<file path="config.mk">
export PLATFORM = sky130hd
export DESIGN_NAME = ftdi_fifo_responder
export DESIGN_NICKNAME = d
export VERILOG_FILES = /design/src/rtl/ftdi_pkg.sv /design/src/rtl/byte_fifo.sv /design/src/rtl/ftdi_fifo_responder.sv
export SDC_FILE = /design/constraint.sdc
export NUM_CORES = 2
export LEC_CHECK = 0
export BUFFER_PORTS_ARGS = -buffer_cell sky130_fd_sc_hd__buf_4
export CELL_PAD_IN_SITES_DETAIL_PLACEMENT = 1
export CELL_PAD_IN_SITES_GLOBAL_PLACEMENT = 1
export CORE_MARGIN = 8
export CORE_UTILIZATION = 40
export DETAILED_ROUTE_END_ITERATION = 16
export PLACE_DENSITY_LB_ADDON = 0.15
export SLEW_MARGIN = 0
export SYNTH_ARGS = -nofsm -noshare
export SYNTH_HDL_FRONTEND = slang
export SYNTH_SLANG_ARGS = --single-unit
export TNS_END_PERCENT = 50
</file>
<file path="constraint.sdc">
create_clock -name clock -period 4.3 [get_ports clock]
set_input_delay 0.86 -clock clock [delete_from_list [all_inputs] [get_ports clock]]
set_output_delay 0.86 -clock clock [all_outputs]
set_load 0.02 [all_outputs]
</file>
<file path="src/rtl/ftdi_pkg.sv">
// Shared types and constants for the FTDI-style FIFO responder.
// Read/write handshake states and byte width live here.
package ftdi_pkg;
  localparam int FTDI_BYTE_W = 8;
  localparam int FTDI_DEPTH  = 128;

  typedef enum logic [1:0] {
    R_IDLE,
    R_DRIVE,
    R_RECOVER
  } rd_state_t;

  typedef enum logic [1:0] {
    W_IDLE,
    W_WAIT,
    W_RECOVER
  } wr_state_t;
endpackage

</file>
<file path="src/rtl/byte_fifo.sv">
// Synchronous show-ahead byte FIFO with exact occupancy count.
// Push when full and pop when empty are ignored.
module byte_fifo
  import ftdi_pkg::*;
#(
  parameter int DEPTH = FTDI_DEPTH,
  localparam int AW = $clog2(DEPTH),
  localparam int CW = AW + 1
) (
  input  logic                   clock,
  input  logic                   reset,
  input  logic                   push,
  input  logic [FTDI_BYTE_W-1:0] data,
  input  logic                   pop,
  output logic [FTDI_BYTE_W-1:0] head,
  output logic [CW-1:0]          count,
  output logic                   full,
  output logic                   empty
);
  logic [FTDI_BYTE_W-1:0] mem [DEPTH];
  logic [AW-1:0] wr_ptr;
  logic [AW-1:0] rd_ptr;
  logic do_push;
  logic do_pop;

  assign full    = (count == CW'(DEPTH));
  assign empty   = (count == '0);
  assign do_push = push && !full;
  assign do_pop  = pop && !empty;
  assign head    = mem[rd_ptr];

  always_ff @(posedge clock) begin
    if (do_push) mem[wr_ptr] <= data;
  end

  // Power-of-two depth lets the pointers wrap by plain overflow.
  always_ff @(posedge clock or posedge reset) begin
    if (reset) begin
      wr_ptr <= '0;
      rd_ptr <= '0;
      count  <= '0;
    end else begin
      if (do_push) wr_ptr <= wr_ptr + 1'b1;
      if (do_pop)  rd_ptr <= rd_ptr + 1'b1;
      count <= count + CW'(do_push) - CW'(do_pop);
    end
  end
endmodule

</file>
<file path="src/rtl/ftdi_fifo_responder.sv">
// Device side of an FTDI async FIFO bus: host strobes rd_n/wr_n
// move bytes between the bus and local RX/TX FIFOs.
module ftdi_fifo_responder
  import ftdi_pkg::*;
#(
  parameter int DEPTH = FTDI_DEPTH,
  parameter int SYNC_STAGES = 2,
  parameter int RECOVER_CYCLES = 2,
  localparam int CW = $clog2(DEPTH) + 1
) (
  input  logic                   clock,
  input  logic                   reset,
  input  logic                   rd_n,
  input  logic                   wr_n,
  output logic                   rxf_n,
  output logic                   txe_n,
  input  logic [FTDI_BYTE_W-1:0] adbus_in,
  output logic [FTDI_BYTE_W-1:0] adbus_out,
  output logic                   adbus_oe,
  input  logic [FTDI_BYTE_W-1:0] src_data,
  input  logic                   src_valid,
  output logic                   src_ready,
  output logic [FTDI_BYTE_W-1:0] snk_data,
  output logic                   snk_valid,
  input  logic                   snk_ready,
  output logic [CW-1:0]          rx_count,
  output logic [CW-1:0]          tx_count,
  output logic                   err_overrun
);
  localparam int RCW = (RECOVER_CYCLES > 1) ? $clog2(RECOVER_CYCLES) : 1;
  localparam logic [RCW-1:0] REC_INIT = RCW'(RECOVER_CYCLES - 1);

  logic [SYNC_STAGES-1:0] rd_sync;
  logic [SYNC_STAGES-1:0] wr_sync;
  logic [FTDI_BYTE_W-1:0] d_sync [SYNC_STAGES];
  logic rd_prev;
  logic wr_prev;
  logic rd_s;
  logic wr_s;
  logic [FTDI_BYTE_W-1:0] d_s;
  logic rd_fall;
  logic rd_rise;
  logic wr_fall;
  logic wr_rise;

  rd_state_t rstate;
  wr_state_t wstate;
  logic [RCW-1:0] rcnt;
  logic [RCW-1:0] wcnt;

  logic [FTDI_BYTE_W-1:0] rx_head;
  logic rx_full;
  logic rx_empty;
  logic tx_full;
  logic tx_empty;
  logic rx_pop;
  logic tx_push;
  logic w_ok;

  assign rd_s    = rd_sync[SYNC_STAGES-1];
  assign wr_s    = wr_sync[SYNC_STAGES-1];
  assign d_s     = d_sync[SYNC_STAGES-1];
  assign rd_fall = rd_prev && !rd_s;
  assign rd_rise = !rd_prev && rd_s;
  assign wr_fall = wr_prev && !wr_s;
  assign wr_rise = !wr_prev && wr_s;

  assign rx_pop  = (rstate == R_DRIVE) && rd_rise;
  assign tx_push = (wstate == W_WAIT) && wr_rise;
  // A write only starts when the bus is not, and is not about to be, driven.
  assign w_ok    = (wstate == W_IDLE) && !txe_n &&
                   (rstate == R_IDLE) && !rd_fall;

  assign src_ready = !rx_full;
  assign snk_valid = !tx_empty;

  always_ff @(posedge clock or posedge reset) begin
    if (reset) begin
      rd_sync <= '1;
      wr_sync <= '1;
      for (int i = 0; i < SYNC_STAGES; i++) d_sync[i] <= '1;
      rd_prev <= 1'b1;
      wr_prev <= 1'b1;
    end else begin
      rd_sync[0] <= rd_n;
      wr_sync[0] <= wr_n;
      d_sync[0]  <= adbus_in;
      for (int i = 1; i < SYNC_STAGES; i++) begin
        rd_sync[i] <= rd_sync[i-1];
        wr_sync[i] <= wr_sync[i-1];
        d_sync[i]  <= d_sync[i-1];
      end
      rd_prev <= rd_s;
      wr_prev <= wr_s;
    end
  end

  always_ff @(posedge clock or posedge reset) begin
    if (reset) begin
      rstate    <= R_IDLE;
      rcnt      <= '0;
      rxf_n     <= 1'b1;
      adbus_oe  <= 1'b0;
      adbus_out <= '0;
    end else begin
      case (rstate)
        R_IDLE: begin
          if (rd_fall && !rxf_n) begin
            rstate    <= R_DRIVE;
            adbus_oe  <= 1'b1;
            adbus_out <= rx_head;
          end else begin
            rxf_n <= rx_empty;
          end
        end
        R_DRIVE: begin
          if (rd_rise) begin
            rstate   <= R_RECOVER;
            adbus_oe <= 1'b0;
            rxf_n    <= 1'b1;
            rcnt     <= REC_INIT;
          end
        end
        R_RECOVER: begin
          if (rcnt == '0) rstate <= R_IDLE;
          else            rcnt   <= rcnt - 1'b1;
        end
        default: rstate <= R_IDLE;
      endcase
    end
  end

  always_ff @(posedge clock or posedge reset) begin
    if (reset) begin
      wstate      <= W_IDLE;
      wcnt        <= '0;
      txe_n       <= 1'b1;
      err_overrun <= 1'b0;
    end else begin
      if (wr_fall && !w_ok) err_overrun <= 1'b1;
      case (wstate)
        W_IDLE: begin
          if (wr_fall && w_ok) begin
            wstate <= W_WAIT;
            txe_n  <= 1'b1;
          end else begin
            txe_n <= tx_full;
          end
        end
        W_WAIT: begin
          if (wr_rise) begin
            wstate <= W_RECOVER;
            wcnt   <= REC_INIT;
          end
        end
        W_RECOVER: begin
          if (wcnt == '0) wstate <= W_IDLE;
          else            wcnt   <= wcnt - 1'b1;
        end
        default: wstate <= W_IDLE;
      endcase
    end
  end

  byte_fifo #(.DEPTH(DEPTH)) u_rx (
    .clock (clock),
    .reset (reset),
    .push  (src_valid),
    .data  (src_data),
    .pop   (rx_pop),
    .head  (rx_head),
    .count (rx_count),
    .full  (rx_full),
    .empty (rx_empty)
  );

  byte_fifo #(.DEPTH(DEPTH)) u_tx (
    .clock (clock),
    .reset (reset),
    .push  (tx_push),
    .data  (d_s),
    .pop   (snk_ready),
    .head  (snk_data),
    .count (tx_count),
    .full  (tx_full),
    .empty (tx_empty)
  );
endmodule

</file>
==> parameters.txt <==
Parameter                              Value

Status
  Outcome ... finished, violations left
  Violations in the final reports ... setup timing

Clock tree
  TritonCTS sink count ... between 2,000 and 2,500
  CTS tree ... done
  Insertion delay of the later-clocked pin in the worst-skew pair ... between 0.8 and 0.9 ns
  Clock transition time at the flip-flop clock pins of the worst setup and hold paths ... around 0.060 ns
  # H-tree levels ... 4
  Library cell used as clock root buffer ... sky130_fd_sc_hd__clkbuf_16
  Number of buffers on the longest clock path ... 3
  Hold-fix buffer count after cts ... 0
  Number of buffers inserted during clock tree synthesis ... around 220

Floorplan
  Initial standard-cell utilization of the core ... ~40%
  Die Width ... 471 um
  Core Rows ... between 150 and 200
  Die Height ... around 470 um
  Number of primary I/O pins ... 60
  Die ar. ... around 220,000 um2
  Core outline area ... between 200,000 and 250,000 um2

Timing
  Achievable frequency ... roughly 0.21 GHz
  Final critical-path share of the clock period ... 109%
  Max Clock Skew ... ~0.024 ns
  Slew Limit Headroom ... between 20% and 30%
  Final min period ... between 4 and 5 ns
  Final Hold Slack ... 0.112 ns
  RSZ-0062 raised after global routing ... yes
  Hold Fails Final Rpt ... 0
  Final worst slack ... -0.368 ns
  Final sum of negative setup slack ... -2.45 ns
  Actual transition at the worst max-transition pin ... 1.16 ns
  Final number of setup-violating endpoints ... 8
  Pins Over Slew Limit ... 0

Hold path
  Min-delay worst type ... in2reg
  Hold Path Stages ... 1
  Hold Crit Start ... adbus_in[1]
  End point of the most critical hold path ... d_sync[9]

Synth
  Synth area leaders ... sky130_fd_sc_hd__edfxtp_1 74%, sky130_fd_sc_hd__mux4_2 12%, sky130_fd_sc_hd__mux2i_1 3.2%
  Syn. warnings ... 0
  Synthesized area per cell ... between 20 and 25 um2
  Most frequent cell after synthesis ... sky130_fd_sc_hd__edfxtp_1
  Number of enable-type register cells in the synthesized netlist ... between 2,000 and 2,500
  Sequential fraction of the synthesis area ... 76.9%
  Library cells used by synthesis ... 45
  Post-synthesis cell type with the largest combined area ... sky130_fd_sc_hd__edfxtp_1
  #FFs+latches synth ... 2,132
  Nets in the synthesized netlist ... between 4,000 and 5,000
  Area share of the leading cell type in the synthesized netlist ... about three quarters
  Top flip-flop cell by instance count after synthesis ... sky130_fd_sc_hd__edfxtp_1
  Most common library cells after synthesis ... 2,048 x sky130_fd_sc_hd__edfxtp_1, 457 x sky130_fd_sc_hd__mux4_2, 296 x sky130_fd_sc_hd__nor2_1
  Cells after synthesis ... 3,993
  Synth Cell Area ... just over 80,000 um2
  Fraction of synthesis flops using an asynchronous set or reset pin ... 3.94%

Detailed routing
  Per-cell routed wire length ... 29.7 um
  Detailed Route Iter0 Violations ... ~3,600
  DRC violations left ... 0
  Routed wl met2 ... 98,600 um
  Average vias per placed instance ... approximately 5.6
  Post-detailed-route count of antenna-violating nets ... 0
  Detailed-routing wirelength on met1 ... roughly 100,000 um
  Met3 wire len ... 9990 um
  Vias after detailed routing ... approximately 41,000
  TritonRoute pass-1 iters ... 5
  Top sig layer ... met4
  Detailed-route wire length ... approximately 210,000 um

Placed design
  HPWL after DPL ... roughly 130,000 um
  Final RePlAce weighted congestion ... 0.770
  Input/output buffers ... 59

Job
  Number of max-capacitance violations reported ... 0

Global route
  Number of global-route vias before repair ... about 43,000
  GR Overflow Total ... 0
  Wire length of the first global-routing pass ... approximately 310,000 um
  Global-route usage over all layers ... a little under a fifth
  Antenna violations before repair ... 2
  Maximum number of pins on one net before global-route repair ... 101

Power and ir drop
  Leakage power ... a little over 30 nW
  Pwr dens ... about 630 nW/um2
  Combinational share of power ... 28.8%
  Seq pwr share ... around two fifths
  Maximum vdd ir drop ... 421 uV
  Switching Power ... approximately 18 mW
  Clock network fraction of design power ... between 30% and 40%
  Net Sw Frac ... between 20% and 30%
  Power Internal ... approximately 42 mW

Worst setup path
  CP max FO ... 7
  Data required, critical path ... approximately 3.4 ns
  Peak per-stage delay on the critical path ... between 0.5 and 0.6 ns
  Type of destination of the critical path ... output pin
  R2r startpoint ... u_tx.count[2]
  Data arrival at the endpoint of the critical path ... between 3 and 4 ns
  Worst setup slack for register-to-register paths ... ~0.53 ns
  Reg-to-Reg End ... u_tx.mem[121][0]
  Cell-by-cell trace of the critical path ... buf_12 -> buf_16 -> buf_12 -> mux4_2 -> mux4_2 -> mux2i_2 -> buf_4 -> o22ai_4 -> a221o_1 -> buf_6
  Master of the slowest instance on the critical path ... sky130_fd_sc_hd__mux4_2
  Worst Path Class, Setup ... reg2out
  Nature of the critical path startpoint ... flop
  Number of cells on the worst reg-to-reg path ... 8

Layout
  Final layout net count ... roughly 4,400
  Share of cells above drive strength 1 ... around a quarter
  Layout Utilization ... between 40% and 50%
  Synthesis-to-layout area growth ... 16.1%
==> placed cells by master (no fill, tap or decap), types with 7 or more instances in the layout <==
master | netlist | routed
sky130_fd_sc_hd__o31ai_1 | 8 | 8
sky130_fd_sc_hd__o21ai_0 | 76 | 76
sky130_fd_sc_hd__bufinv_16 | 0 | 24
sky130_fd_sc_hd__clkinv_2 | 0 | 36
sky130_fd_sc_hd__a221oi_1 | 70 | 68
sky130_fd_sc_hd__dfstp_2 | 24 | 16
sky130_fd_sc_hd__buf_4 | 12 | 264
sky130_fd_sc_hd__a32oi_1 | 8 | 8
sky130_fd_sc_hd__nor3_1 | 17 | 17
sky130_fd_sc_hd__buf_12 | 0 | 48
sky130_fd_sc_hd__inv_1 | 31 | 30
sky130_fd_sc_hd__clkbuf_8 | 0 | 10
sky130_fd_sc_hd__buf_6 | 1 | 16
sky130_fd_sc_hd__mux2i_1 | 261 | 255
sky130_fd_sc_hd__clkinv_1 | 2 | 39
sky130_fd_sc_hd__buf_16 | 0 | 12
sky130_fd_sc_hd__xnor2_1 | 24 | 24
sky130_fd_sc_hd__mux4_2 | 457 | 457
sky130_fd_sc_hd__nor2b_1 | 19 | 17
sky130_fd_sc_hd__nand3_1 | 23 | 22
sky130_fd_sc_hd__a211oi_1 | 34 | 34
sky130_fd_sc_hd__o221ai_1 | 27 | 27
sky130_fd_sc_hd__edfxtp_1 | 2048 | 2048
sky130_fd_sc_hd__dfrtp_4 | 0 | 7
sky130_fd_sc_hd__nand4_1 | 11 | 11
sky130_fd_sc_hd__nand2b_1 | 9 | 9
sky130_fd_sc_hd__mux2_2 | 19 | 13
sky130_fd_sc_hd__nor2_1 | 296 | 291
sky130_fd_sc_hd__a21oi_1 | 56 | 55
sky130_fd_sc_hd__dfstp_4 | 0 | 8
sky130_fd_sc_hd__clkbuf_16 | 0 | 222
sky130_fd_sc_hd__nand2_1 | 72 | 71
sky130_fd_sc_hd__and2_1 | 9 | 9
sky130_fd_sc_hd__xor2_1 | 12 | 12
sky130_fd_sc_hd__clkinvlp_4 | 0 | 9
sky130_fd_sc_hd__dfrtp_1 | 60 | 50
sky130_fd_sc_hd__clkbuf_1 | 120 | 50
sky130_fd_sc_hd__ha_1 | 28 | 28
sky130_fd_sc_hd__o22ai_1 | 36 | 29
==> routing by layer <==
metal  GRT usage (%)  vias up
met2            29.3      974
met5               0        -
met4            3.83        0
met1            29.0    22100
met3            2.88      253
li1                -    17200
==> how the worst max path moves through the flow <==
stage | from | end | slack (ns) | cells after the start
CTS | u_tx.rd_ptr[0] | snk_data[6] | -0.44 | 10
floorplan | u_tx.count[2] | u_tx.count[6] | 0.91 | 17
global route | u_tx.rd_ptr[0] | snk_data[6] | -0.43 | 10
global placement | u_tx.rd_ptr[0] | snk_data[2] | 0.27 | 9
finish | u_tx.rd_ptr[0] | snk_data[6] | -0.37 | 10
detailed placement | u_tx.rd_ptr[0] | snk_data[2] | 0.26 | 9
==> timing repair <==
action                     in CTS  in global routing
gates cloned                    8                  1
pin swaps                       3                  3
hold endpoints to repair        0                  0
setup endpoints to repair       8                  8
gates resized for setup        57                 19
buffers inserted               23                  6
==> worst max-delay path, delay by kind of cell (launching register included) <==
| kind | cells | cell delay (ns) |
|---|---|---|
| buffers and inverters | 5 | 0.81 |
| multiplexers | 3 | 1.19 |
| flip-flops | 1 | 0.50 |
| AO/OA/AOI/OAI | 2 | 0.43 |
==> power groups by stage <==
stage          combinational, mW  clock, mW  sequential, mW
3_3_place_gp                16.2          0            24.5
3_5_place_dp                16.3          0            24.5
2_1_floorplan               10.5          0            24.1
6_report                    17.4       18.8            24.1
4_1_cts                     17.4       19.2            24.1
5_1_grt                     18.4       19.9            24.1
==> metrics by stage <==
step                power, mW  instances  setup WS [ns]  area [um2]
floorplan                34.6       3993          0.910       82800
global placement         40.7       6783          0.274       88200
detailed placement       40.8       6783          0.262       88200
CTS                      60.7       7209         -0.438       95900
global route             62.4       7216         -0.431       96100
finish                   60.2       7217         -0.368       96100
==> cell families (layout without fill, tap and decap cells) <==
group           Yosys count  in the layout  share of synthesized area, %
other cells               0              2                             0
buf+inv                 255            773                          1.32
xor+xnor                 36             36                         0.381
flops                  2132           2132                          76.9
fa+ha+maj                30             30                         0.471
compound gates          338            338                          2.78
simple gates            465            465                          2.35
mux                     737            737                          15.8
==> registers in the layout (all words and copies together) (netlist names) <==
| name | cells |
|---|---|
| u_tx.mem | 1024 |
| wr_sync | 2 |
| d_s | 8 |
| u_rx.rd_ptr | 7 |
| wr_prev | 1 |
| rxf_n | 1 |
| d_sync | 8 |
| rcnt | 1 |
| adbus_oe | 1 |
| u_tx.rd_ptr | 7 |
| u_tx.wr_ptr | 7 |
| rd_prev | 1 |
| u_rx.count | 8 |
| wstate | 2 |
| adbus_out | 8 |
| txe_n | 1 |
| u_tx.count | 8 |
| u_rx.wr_ptr | 7 |
| u_rx.mem | 1024 |
| rd_sync | 2 |
| wcnt | 1 |
| err_overrun | 1 |
| rstate | 2 |
==> final cells by class <==
cell class | instances | area (um2)
Timing Repair Buffer | 345 | 3570
Clock inverter | 114 | 1170
Multi-Input combinational cell | 1606 | 18300
Inverter | 33 | 126
Sequential cell | 2132 | 63700
Antenna cell | 2 | 5.00
Tap cell | 2704 | 3380
Fill cell | 18800 | 110000
Clock buffer | 281 | 5860
(Power assumes the default switching activity.)
